## src/rtl/ctrl_sequencer.sv

```systemverilog
// ctrl_sequencer -- instruction sequencer, initiator of the register load/select bus.
//
// Runs fetch -> PC increment -> execute for each instruction and issues one-hot
// load/select strobes on every cycle of the sequence. GOTO goes on to read two
// operand bytes into J1/J2 and then (conditionally) loads the PC from J.
//
// Ports:
//   clock     in   system clock, all state changes on its rising edge
//   reset     in   synchronous, active-high
//   run       in   level; a rising edge in HALT starts free-running execution
//   step      in   one-cycle pulse; in HALT executes exactly one instruction
//   inst[7:0] in   INST register contents
//   flags[2:0]in   {sign, carry, zero} from the ALU flag latch
//   loadsel   out  load/select strobe bus (bit map in the localparams below)
//   mem_read  out  memory drives the data bus
//   mem_write out  memory latches the data bus
//   alu_sel   out  ALU result driven onto the data bus
//   alu_fn    out  ALU function, inst[2:0] while alu_sel=1, else 0
//   halted    out  1 while in HALT
//   illegal   out  one-cycle pulse in EXEC of an undefined opcode
//
// Configuration macro: COND_BRANCH_EN
//   defined   -> GOTO taken iff mask==000 or (mask & flags)!=0, flags sampled in JMP
//   undefined -> every GOTO taken
module ctrl_sequencer #(
    parameter int CTRL_BUS_WIDTH = 26
) (
    input  logic                      clock,
    input  logic                      reset,
    input  logic                      run,
    input  logic                      step,
    input  logic [7:0]                inst,
    input  logic [2:0]                flags,
    output logic [CTRL_BUS_WIDTH-1:0] loadsel,
    output logic                      mem_read,
    output logic                      mem_write,
    output logic                      alu_sel,
    output logic [2:0]                alu_fn,
    output logic                      halted,
    output logic                      illegal
);

    // Control bus bit positions.
    localparam int B_LDM1 = 8,  B_LDM2 = 9,  B_SELM1 = 10, B_SELM2 = 11;
    localparam int B_LDJ1 = 18, B_LDJ2 = 19, B_SELJ  = 20, B_LDINST = 21;
    localparam int B_LDPC = 22, B_SELPC = 23, B_LDINC = 24, B_SELINC = 25;

    typedef enum logic [3:0] {
        S_HALT, S_FETCH, S_INC, S_PCLD, S_EXEC,
        S_J1, S_J1I, S_J1P, S_J2, S_J2I, S_J2P, S_JMP
    } state_t;

    state_t r_state;
    logic   r_run_q;
    logic   r_one_shot;

    // Register code -> load / select strobe: 0 A 1 B 2 C 3 D 4 M1 5 M2 6 X 7 Y.
    function automatic logic [25:0] ld_mask(input logic [2:0] r);
        logic [25:0] m;
        m = '0;
        case (r)
            3'd0: m[0]      = 1'b1;
            3'd1: m[2]      = 1'b1;
            3'd2: m[4]      = 1'b1;
            3'd3: m[6]      = 1'b1;
            3'd4: m[B_LDM1] = 1'b1;
            3'd5: m[B_LDM2] = 1'b1;
            3'd6: m[12]     = 1'b1;
            default: m[13]  = 1'b1;
        endcase
        return m;
    endfunction

    function automatic logic [25:0] sel_mask(input logic [2:0] r);
        logic [25:0] m;
        m = '0;
        case (r)
            3'd0: m[1]       = 1'b1;
            3'd1: m[3]       = 1'b1;
            3'd2: m[5]       = 1'b1;
            3'd3: m[7]       = 1'b1;
            3'd4: m[B_SELM1] = 1'b1;
            3'd5: m[B_SELM2] = 1'b1;
            3'd6: m[14]      = 1'b1;
            default: m[15]   = 1'b1;
        endcase
        return m;
    endfunction

    // Opcode classes.
    logic w_is_mov, w_is_alu, w_is_load, w_is_stor, w_is_halt, w_is_goto;
    assign w_is_mov  = (inst[7:6] == 2'b00);
    assign w_is_alu  = (inst[7:4] == 4'b1000);
    assign w_is_load = (inst[7:2] == 6'b100100);
    assign w_is_stor = (inst[7:2] == 6'b100110);
    assign w_is_halt = (inst == 8'b1010_1110);
    assign w_is_goto = (inst[7:6] == 2'b11) && (inst[2:0] == 3'b110);

    logic w_run_edge, w_stop, w_taken;
    assign w_run_edge = run & ~r_run_q;
    // Finish the current instruction, then stop if single-stepping or run was dropped.
    assign w_stop     = r_one_shot | ~run;

`ifdef COND_BRANCH_EN
    assign w_taken = (inst[5:3] == 3'b000) || ((inst[5:3] & flags) != 3'b000);
`else
    logic w_unused_flags;
    assign w_unused_flags = ^flags;
    assign w_taken        = 1'b1;
`endif

    // NOTE: state uses non-blocking assignments so every register updates from
    // pre-edge values, independent of statement order.
    always_ff @(posedge clock) begin
        // run_q keeps tracking run through reset, so a run level held across
        // reset is not mistaken for a fresh rising edge afterwards.
        r_run_q <= run;
        if (reset) begin
            r_state    <= S_HALT;
            r_one_shot <= 1'b0;
        end else begin
            case (r_state)
                S_HALT: begin
                    if (w_run_edge || step) begin
                        r_state    <= S_FETCH;
                        r_one_shot <= ~w_run_edge;   // run wins over step
                    end
                end
                S_FETCH: r_state <= S_INC;
                S_INC:   r_state <= S_PCLD;
                S_PCLD:  r_state <= S_EXEC;
                S_EXEC: begin
                    if (w_is_goto) begin
                        r_state <= S_J1;
                    end else begin
                        r_state    <= (w_is_halt || w_stop) ? S_HALT : S_FETCH;
                        r_one_shot <= 1'b0;
                    end
                end
                S_J1:  r_state <= S_J1I;
                S_J1I: r_state <= S_J1P;
                S_J1P: r_state <= S_J2;
                S_J2:  r_state <= S_J2I;
                S_J2I: r_state <= S_J2P;
                S_J2P: r_state <= S_JMP;
                S_JMP: begin
                    r_state    <= w_stop ? S_HALT : S_FETCH;
                    r_one_shot <= 1'b0;
                end
                default: r_state <= S_HALT;
            endcase
        end
    end

    // Moore decode of the state (plus inst in EXEC, inst/flags in JMP).
    logic [25:0] w_ctrl;
    logic        w_mem_read, w_mem_write, w_alu_sel, w_illegal;

    // NOTE: every output of this block gets a default first, so no path leaves
    // one unassigned and no latch is inferred.
    always_comb begin
        w_ctrl      = '0;
        w_mem_read  = 1'b0;
        w_mem_write = 1'b0;
        w_alu_sel   = 1'b0;
        w_illegal   = 1'b0;
        case (r_state)
            S_FETCH: begin
                w_ctrl[B_SELPC]  = 1'b1;
                w_ctrl[B_LDINST] = 1'b1;
                w_mem_read       = 1'b1;
            end
            S_INC, S_J1I, S_J2I: begin
                w_ctrl[B_SELPC] = 1'b1;
                w_ctrl[B_LDINC] = 1'b1;
            end
            S_PCLD, S_J1P, S_J2P: begin
                w_ctrl[B_SELINC] = 1'b1;
                w_ctrl[B_LDPC]   = 1'b1;
            end
            S_J1: begin
                w_ctrl[B_SELPC] = 1'b1;
                w_ctrl[B_LDJ1]  = 1'b1;
                w_mem_read      = 1'b1;
            end
            S_J2: begin
                w_ctrl[B_SELPC] = 1'b1;
                w_ctrl[B_LDJ2]  = 1'b1;
                w_mem_read      = 1'b1;
            end
            S_JMP: begin
                if (w_taken) begin
                    w_ctrl[B_SELJ] = 1'b1;
                    w_ctrl[B_LDPC] = 1'b1;
                end
            end
            S_EXEC: begin
                if (w_is_mov) begin
                    // Same source and destination is a one-cycle NOP.
                    if (inst[5:3] != inst[2:0])
                        w_ctrl = ld_mask(inst[5:3]) | sel_mask(inst[2:0]);
                end else if (w_is_alu) begin
                    w_alu_sel = 1'b1;
                    w_ctrl    = ld_mask(inst[3] ? 3'd3 : 3'd0);
                end else if (w_is_load) begin
                    w_ctrl     = sel_mask(3'd4) | sel_mask(3'd5) | ld_mask({1'b0, inst[1:0]});
                    w_mem_read = 1'b1;
                end else if (w_is_stor) begin
                    w_ctrl      = sel_mask(3'd4) | sel_mask(3'd5) | sel_mask({1'b0, inst[1:0]});
                    w_mem_write = 1'b1;
                end else if (!w_is_halt && !w_is_goto) begin
                    w_illegal = 1'b1;
                end
            end
            default: ;
        endcase
    end

    generate
        if (CTRL_BUS_WIDTH > 26) begin : g_wide
            assign loadsel = {{(CTRL_BUS_WIDTH-26){1'b0}}, w_ctrl};
        end else begin : g_narrow
            assign loadsel = w_ctrl[CTRL_BUS_WIDTH-1:0];
        end
    endgenerate

    assign mem_read  = w_mem_read;
    assign mem_write = w_mem_write;
    assign alu_sel   = w_alu_sel;
    assign alu_fn    = w_alu_sel ? inst[2:0] : 3'b000;
    assign halted    = (r_state == S_HALT);
    assign illegal   = w_illegal;

endmodule

```

## config.mk

```make
export PLATFORM = sky130hd
export DESIGN_NAME = ctrl_sequencer
export DESIGN_NICKNAME = d
export VERILOG_FILES = /design/src/rtl/ctrl_sequencer.sv
export SDC_FILE = /design/constraint.sdc
export NUM_CORES = 1
export LEC_CHECK = 0
export CORE_ASPECT_RATIO = 0.7
export CORE_UTILIZATION = 35
export DETAILED_ROUTE_END_ITERATION = 7
export PLACE_DENSITY_LB_ADDON = 0.25
export SYNTH_ARGS = -nofsm -noshare
export SYNTH_HDL_FRONTEND = slang
export SYNTH_SLANG_ARGS = --single-unit
```

## constraint.sdc

```tcl
create_clock -name clock -period 4.2 [get_ports clock]
set_clock_uncertainty 0.15 [all_clocks]
set_input_delay 0.63 -clock clock [delete_from_list [all_inputs] [get_ports clock]]
set_output_delay 0.63 -clock clock [all_outputs]
set_load 0.03 [all_outputs]
```

==> metrics, run 1 <==
combinational family with the most area after synthesis=simple AND/OR/NAND/NOR gates; hold path depth=2; Post-DRT Antenna Nets=0; total congestion overflow=0; xor and xnor area share after synthesis=4.03%; Slew Viols, Final=0; launch point of the worst reg-to-reg path=r_state[2]; complex-gate fraction of the synthesized area=23.5%; Tmin final=3.96 ns; area of the mapped netlist=870 µm²; Max-cap violations=0; worst reg-to-reg setup slack=2.18 ns; Synth Flop Type=dfxtp_1; Cell Pwr Density=183 nW/µm²; clock buffer depth=2; Syn Inst Count=132; via/cell ratio=5.66; top cells by area, synth=dfxtp_1 (14%), nor2_1 (8.2%), nor2b_1 (5.0%); Sw Pwr=0.0000981 W; clock-pin slew on the worst setup and hold paths=0.04 ns; die footprint=2690 µm²; Initial Utilization=38.8%; Critical R2R Capture=r_state[0]; Routed WL per cell=13.9 µm; TritonCTS Sinks=6; final hold violations=0; TritonCTS Buffers=3; Core Area=2240 µm²; number of port buffers=43; CTS tree=yes; Root Buffer=clkbuf_4; syn avg cell area=6.59 µm²; Clock power frac=21.2%; Starting DRT DRC Count=21; Initial DRT Pass Iterations=4; die width=61.6 µm; Sequential Power Share=30.0%; drt drc=0; Total GRT Usage=21.5%; Leakage=0.430 nW; drt total wl=2780 µm; Clk Latency, worst-skew pair=0.24 ns; FFs w/ async S/R, synth=0%; hold path endpoint=r_one_shot; Critical Path End Type=output port; Setup WS post-layout=0.237 ns; number of synthesized flops with an enable pin=0; Yosys top cell by area=dfxtp_1; GPL Wtd Cong=0.885; total number of vias=1132; pre-CTS setup slack=0.288 ns; multiplexer area fraction after synthesis=1.15%; setup violators final=0; worst rel slew slack=62.0%; RSZ-0062 raised after global routing=no; post-synthesis register bit count=6; Post-Synth Adder-Cell Area=0%; register area share after synthesis=13.8%; combinational group share of total power=48.8%; first-pass GRT wire length=4410 µm; outcome=completed; path category of the worst min-delay check=flop to flop; initial antenna violation count=0; Post-CTS Setup Inserts=0; worst hold start=r_one_shot; Worst Max-Slew Pin Slew=0.565 ns; fin crit share=94.4%; CTS Hold Bufs=0; FP Rows=14; Critical Path Source Type=primary input; Pwr Total=0.000240 W; total negative slack=0 ns; Die Span Y=43.7 µm; Crit Path Category=primary input to output port; fmax=0.252 GHz; Register-to-Register Path Depth=4; CTS H-tree lvls=1; CP Data Required Time=3.42 ns; largest net degree at the start of global routing=16; Layout Nets=185; simple-gate portion of the synthesized area=48.3%; Sw Share=40.8%; worst vdd ir=0.209 mV; vias in the first global route=956; fill count=218; Unique masters post-synth=44; io pins=49; Layout area overhead=51.4%; final core utilization=58.7%; Yosys warning count=0; CP Max Fanout=10; n_diodes=0; Fin Hold WS=0.354 ns; detailed placement HPWL=2170 µm; WP data arrival=3.18 ns; layout cells sized above 1=7.14%; PostCTS Resize Cnt=0; top cell type's share of synthesized area=13.8%; P_int=0.000142 W
## flip-flops by register name (all words and copies together), names as in the netlist
register,count
r_state,4
r_one_shot,1
r_run_q,1
## power groups by stage
| stage | Combinational (W) | Sequential, W | Clock [W] |
|---|---|---|---|
| 2_1_floorplan | 0.0000810 | 0.0000651 | 0 |
| 3_3_place_gp | 0.000113 | 0.0000725 | 0 |
| 3_5_place_dp | 0.000116 | 0.0000728 | 0 |
| 4_1_cts | 0.000116 | 0.0000718 | 0.0000533 |
| 5_1_grt | 0.000127 | 0.0000733 | 0.0000572 |
| 6_report | 0.000117 | 0.0000721 | 0.0000510 |
## cells by family after synthesis
| kind of cell | Yosys count |
|---|---|
| AO/OA/AOI/OAI | 31 |
| XOR/XNOR | 4 |
| buffers and inverters | 16 |
| flip-flops | 6 |
| multiplexers | 1 |
| other | 1 |
| AND/OR/NAND/NOR | 73 |
## synthesized netlist by cell type (all sizes together), types with 2 or more instances
library cell,instances
a2111oi,2
a211oi,3
a21oi,7
a31oi,2
and2,4
and3,5
buf,4
clkbuf,9
dfxtp,6
inv,3
nand2,11
nand2b,3
nand3,4
nor2,19
nor2b,7
nor3,4
nor3b,2
nor4,5
o21ai,9
xnor2,4
## placed cells by master, fill, tap and decap left out, drive strengths merged, types with 2 or more instances in the layout
| master | count |
|---|---|
| inv | 3 |
| clkdlybuf4s50 | 43 |
| a31oi | 2 |
| nand2b | 3 |
| a2111oi | 2 |
| nand3 | 4 |
| clkbuf | 3 |
| dfxtp | 6 |
| nand2 | 11 |
| xnor2 | 4 |
| nor4 | 5 |
| and2 | 4 |
| o21ai | 9 |
| buf | 2 |
| a21oi | 7 |
| a211oi | 3 |
| nor2 | 19 |
| nor3b | 2 |
| nor2b | 7 |
| nor3 | 4 |
| conb | 2 |
| and3 | 5 |
## layout make-up
class	instances	area (µm²)	share of cell area, %
clock buffer	3	22.5	1.71
inverter	3	11.3	0.856
multi-input combinational	111	677	51.4
sequential	6	120	9.13
tap	32	40.0	3.04
timing repair buffer	45	445	33.8
## routing by layer
metal / vias to the layer above / track usage (%) / wire length [µm]
met5: - / 0 / 0
met4: 0 / 4.44 / 21
met3: 2 / 4.78 / 216
met2: 49 / 27.7 / 1160
met1: 527 / 35.1 / 1380
li1: 554 / - / -
## critical path, cell delays in order
cell and delay [ns]:
clkdlybuf4s50_1 0.56, nand2b_1 0.31, nor4_2 0.53, a211oi_1 0.18, a211oi_1 0.25, clkdlybuf4s50_1 0.72
## worst max-delay path by stage
stage | from | endpoint | slack (ns) | cells past startpoint
floorplan | inst[2] | illegal | 0.60 | 5
finish | inst[6] | mem_read | 0.24 | 6
detailed placement | inst[6] | mem_read | 0.29 | 6
global route | inst[6] | mem_read | 0.13 | 6
global placement | inst[5] | illegal | 0.37 | 6
CTS | inst[6] | mem_read | 0.28 | 6
## stage by stage
step | std cells | cell area (µm²)
after floorplan | 133 | 873
after global placement | 197 | 1290
after detailed placement | 197 | 1290
after CTS | 200 | 1320
after global routing | 200 | 1320
final | 200 | 1320
Note: power is estimated with default switching activity, not from simulation.
==> run 2, diff against run 1 <==
--- a/config.mk
+++ b/config.mk
@@ -8,6 +8,7 @@
 export CORE_ASPECT_RATIO = 0.7
 export CORE_UTILIZATION = 35
 export DETAILED_ROUTE_END_ITERATION = 7
+export DONT_BUFFER_PORTS = 1
 export PLACE_DENSITY_LB_ADDON = 0.25
 export SYNTH_ARGS = -nofsm -noshare
 export SYNTH_HDL_FRONTEND = slang
==> metrics, run 2 (synthesized netlist as in run 1, its figures left out) <==
via/cell ratio=6.06 (+7.0%); number of port buffers=0 (-100%); CP Data Required Time=3.42 ns (about the same); Layout Nets=146 (-21%); Layout area overhead=6.04%; Critical Path End Type=output port; Core Area=2240 µm² (unchanged); Clock power frac=24.6% (+3.4 points); largest net degree at the start of global routing=16 (unchanged); Sw Share=40.6% (-0.22 points); max FFs per register=4 (unchanged); drt total wl=2470 µm (-11%); post-route insts no fill=161 (-20%); CTS H-tree lvls=1 (unchanged); Routed WL per cell=15.3 µm (+10%); Clk Latency, worst-skew pair=0.24 ns (about the same); Initial DRT Pass Iterations=5 (+1); PostCTS Resize Cnt=0 (unchanged); clock buffer depth=2 (unchanged); worst rel slew slack=34.9% (-27 points); Crit Path Category=flop to output port; CP Max Fanout=15 (+5); detailed placement HPWL=1910 µm (-12%); TritonCTS Buffers=3 (unchanged); Initial Utilization=38.8% (unchanged); layout cells sized above 1=13.2% (+6.0 points); Register-to-Register Path Depth=4 (unchanged); combinational group share of total power=40.3% (-8.5 points); sequence of cells on the critical path=or4b_1, nor4_4, and2_1; setup violators final=0 (unchanged); Setup WS post-layout=0.985 ns (+0.748 ns); Worst Max-Slew Pin Slew=0.974 ns (+0.409 ns); Fin Hold WS=0.268 ns (-0.0856 ns); FP Rows=14 (unchanged); RSZ-0062 raised after global routing=no; total number of vias=975 (-14%); total negative slack=0 ns (unchanged); initial antenna violation count=0 (unchanged); CTS Hold Bufs=0 (unchanged); WP data arrival=2.44 ns (-0.74 ns); Max-cap violations=0 (unchanged); Starting DRT DRC Count=68 (+220%); Root Buffer=clkbuf_4; Sw Pwr=0.0000839 W (-14%); placed insts=158 (-20%); largest registers=r_state (4), r_one_shot (1), r_run_q (1); slowest cell delay on critical path=0.66 ns (-0.06 ns); Die Span Y=43.7 µm (unchanged); most frequent cells in the layout=nor2_1 (19), nand2_1 (11), o21ai_0 (8), nor2b_1 (7), a21oi_1 (7); worst vdd ir=0.156 mV (-25%); GPL Wtd Cong=0.826 (-6.7%); Slew Viols, Final=0 (unchanged); Pwr Total=0.000207 W (-14%); pre-CTS setup slack=1.23 ns (+0.940 ns); Post-CTS Setup Inserts=0 (unchanged); first-pass GRT wire length=3850 µm (-13%); die width=61.6 µm (unchanged); Leakage=0.299 nW (-31%); clock-pin slew on the worst setup and hold paths=0.04 ns (about the same); TritonCTS Sinks=6 (unchanged); hold path depth=0 (-2); n_diodes=0 (unchanged); CTS tree=yes; fill count=249 (+14%); Critical Path Source Type=flop; path category of the worst min-delay check=primary input to flop; commonest non-fill, non-tap cell in the layout=nor2_1; final hold violations=0 (unchanged); Sequential Power Share=35.0% (+5.0 points); outcome=completed; fmax=0.311 GHz (+23%); Tmin final=3.22 ns (-0.748 ns); Post-DRT Antenna Nets=0 (unchanged); io pins=49 (unchanged); Cell Pwr Density=224 nW/µm² (+23%); total congestion overflow=0 (unchanged); P_int=0.000123 W (-14%); slowest CP cell=or4b_1; drt drc=0 (unchanged); Total GRT Usage=19.3% (-2.2 points); fin crit share=76.6% (-18 points); die footprint=2690 µm² (unchanged); vias in the first global route=805 (-16%); Top reg by flops=r_state
[run 2: worst paths after layout]
kind                              endpoint       start  slack, ns
worst max-delay path             alu_fn[1]  r_state[2]       0.98
worst min-delay path               r_run_q         run       0.27
worst max register to register  r_one_shot  r_state[1]       2.13
worst min register to register  r_one_shot  r_one_shot       0.35
[run 2: per-layer routing]
metal	up-vias	global-route usage [%]	share of wire [%]
met5	-	0	0
met2	42	25.4	44
met1	462	29.3	46
met4	0	7.11	0.36
li1	469	-	-
met3	2	5.37	10
[run 2: critical path, delay by kind of cell, from the launching register on]
kind,cells,cell delay [ns]
AND/OR/NAND/NOR,3,1.62
flip-flops,1,0.59
[run 2: power groups by stage]
stage / logic (W) / registers, W / clock network [W]
global placement: 0.0000810 / 0.0000724 / 0
finish: 0.0000834 / 0.0000725 / 0.0000509
floorplan: 0.0000810 / 0.0000651 / 0
CTS: 0.0000828 / 0.0000723 / 0.0000540
global route: 0.0000896 / 0.0000741 / 0.0000574
detailed placement: 0.0000826 / 0.0000734 / 0
[run 2: through the flow]
step	util, %	instance area [µm²]
global placement	40.1	900
floorplan	-	873
global route	41.1	922
CTS	41.1	922
detailed placement	40.1	900
finish	41.1	922
[run 2: layout make-up]
type                       count  area, µm²  area share [%]
multi-input combinational    111        683            74.1
sequential                     6        120            13.0
timing repair buffer           6       45.0            4.88
tap                           32       40.0            4.34
clock buffer                   3       22.5            2.44
inverter                       3       11.3            1.22
==> run 3, diff against run 2 <==
==> constraint.sdc (replaced) <==
create_clock -name clock -period 3.3 [get_ports clock]
set_clock_uncertainty 0.15 [all_clocks]
set_input_delay 0.495 -clock clock [delete_from_list [all_inputs] [get_ports clock]]
set_output_delay 0.495 -clock clock [all_outputs]
set_load 0.03 [all_outputs]
==> metrics, run 3 (synthesized netlist as in run 1, its figures left out) <==
outcome=completed; launch point of the worst reg-to-reg path=r_state[3]; Tmin final=2.84 ns; P_int=0.000163 W (+32%); Root Buffer=clkbuf_4; FP Rows=14 (unchanged); Starting DRT DRC Count=51 (-25%); Worst Max-Slew Pin Slew=0.686 ns (-0.288 ns); Register-to-Register Path Depth=4 (unchanged); Clock power frac=25.1% (+0.5 points); GPL Wtd Cong=0.824 (-0.27%); Cell Pwr Density=273 nW/µm² (+22%); Critical Path Source Type=flop; Sw Share=40.7% (+0.18 points); worst rel slew slack=54.4% (+20 points); total negative slack=0 ns (unchanged); CTS Hold Bufs=0 (unchanged); Sw Pwr=0.000112 W (+33%); die width=61.6 µm (unchanged); setup violators final=0 (unchanged); Leakage=0.358 nW (+20%); commonest non-fill, non-tap cell in the layout=nor2_1; Slew Viols, Final=0 (unchanged); total number of vias=979 (+0.41%); slowest cell delay on critical path=0.74 ns (+0.08 ns); sequence of cells on the critical path=or4b_1, nor4_4, buf_4, and2_1; worst hold start=run; Layout area overhead=15.5%; total congestion overflow=0 (unchanged); max FFs per register=4 (unchanged); WP data arrival=2.19 ns (-0.25 ns); PostCTS Resize Cnt=0 (unchanged); layout cells sized above 1=20.0% (+6.8 points); TritonCTS Sinks=6 (unchanged); clock buffer depth=2 (unchanged); Initial Utilization=38.8% (unchanged); RSZ-0062 raised after global routing=no; largest registers=r_state (4), r_one_shot (1), r_run_q (1); Critical R2R Capture=r_state[0]; Sequential Power Share=33.0% (-2.0 points); Clk Latency, worst-skew pair=0.25 ns (about the same); Core Area=2240 µm² (unchanged); Routed WL per cell=15.1 µm (-1.2%); CP Max Fanout=12 (-3); hold path depth=0 (unchanged); first-pass GRT wire length=3870 µm (+0.52%); initial antenna violation count=0 (unchanged); hold path endpoint=r_run_q; vias in the first global route=828 (+2.9%); TritonCTS Buffers=3 (unchanged); n_diodes=0 (unchanged); CTS H-tree lvls=1 (unchanged); clock-pin slew on the worst setup and hold paths=0.04 ns (about the same); via/cell ratio=5.69 (-6.0%); Top reg by flops=r_state; worst vdd ir=0.0894 mV (-43%); final hold violations=0 (unchanged); Critical Path End Type=output port; drt drc=0 (unchanged); Post-CTS Setup Inserts=0 (unchanged); number of port buffers=0 (unchanged); Layout Nets=157 (+7.5%); fin crit share=86.0%; Fin Hold WS=0.119 ns (-0.149 ns); path category of the worst min-delay check=primary input to flop; slowest CP cell=or4b_1; largest net degree at the start of global routing=15 (-1); CP Data Required Time=2.65 ns (-0.77 ns); most frequent cells in the layout=nor2_1 (19), buf_4 (17), nand2_1 (11), o21ai_0 (8); delay-heaviest family, CP=simple AND/OR/NAND/NOR gates; fmax=0.352 GHz; die footprint=2690 µm² (unchanged); Die Span Y=43.7 µm (unchanged); Total GRT Usage=19.2% (-0.15 points); detailed placement HPWL=1970 µm (+3.2%); io pins=49 (unchanged); Crit Path Category=flop to output port; CTS tree=yes; Post-DRT Antenna Nets=0 (unchanged); fill count=262 (+5.2%); WP buf/inv=1 (+1); combinational group share of total power=41.8% (+1.5 points); worst reg-to-reg setup slack=1.26 ns (-0.87 ns); Max-cap violations=0 (unchanged); drt total wl=2600 µm (+5.5%); Initial DRT Pass Iterations=4 (-1)
==> run 3: cell types whose count changed in the layout (fill, tap and decap cells not counted), sizes merged <==
cell,change
buf,+11
==> run 3: power groups by stage <==
stage / Combinational (W) / Sequential [W] / Clock (W)
floorplan: 0.000103 / 0.0000828 / 0
global placement: 0.000111 / 0.0000909 / 0
detailed placement: 0.000114 / 0.0000916 / 0
CTS: 0.000114 / 0.0000903 / 0.0000710
global route: 0.000125 / 0.0000921 / 0.0000734
finish: 0.000115 / 0.0000906 / 0.0000689
==> run 3: through the flow <==
step	setup WS, ns	util [%]	power, W	cells	instance area [µm²]
after floorplan	0.370	-	0.000186	133	875
after global placement	0.761	43.8	0.000202	169	982
after detailed placement	0.747	43.8	0.000205	169	982
after CTS	0.462	44.8	0.000275	172	1000
after global routing	0.356	44.8	0.000290	172	1000
final	0.461	44.8	0.000274	172	1000
==> run 3: metal layers <==
layer / track usage (%) / part of all wire (%) / up-vias
met4: 1.33 / 0 / 0
met2: 26.2 / 42 / 45
met5: 0 / 0 / -
met1: 29.8 / 48 / 440
met3: 6.57 / 10 / 0
li1: - / - / 494
==> run 3: worst max-delay path by stage <==
stage,cells past startpoint,from,endpoint,slack (ns)
global placement,4,r_state[1],alu_fn[1],0.76
floorplan,5,inst[2],illegal,0.37
finish,4,r_state[1],alu_fn[0],0.46
global route,4,r_state[1],alu_fn[0],0.36
detailed placement,4,r_state[0],alu_fn[0],0.75
CTS,4,r_state[1],alu_fn[0],0.46
==> run 3: final cells by class <==
type | count | area [µm²] | area share, %
well taps | 32 | 40.0 | 3.99
repair buffers | 17 | 128 | 12.7
clock buffers | 3 | 22.5 | 2.24
multi-input cells | 111 | 683 | 68.0
inverters | 3 | 11.3 | 1.12
flip-flops and latches | 6 | 120 | 12.0
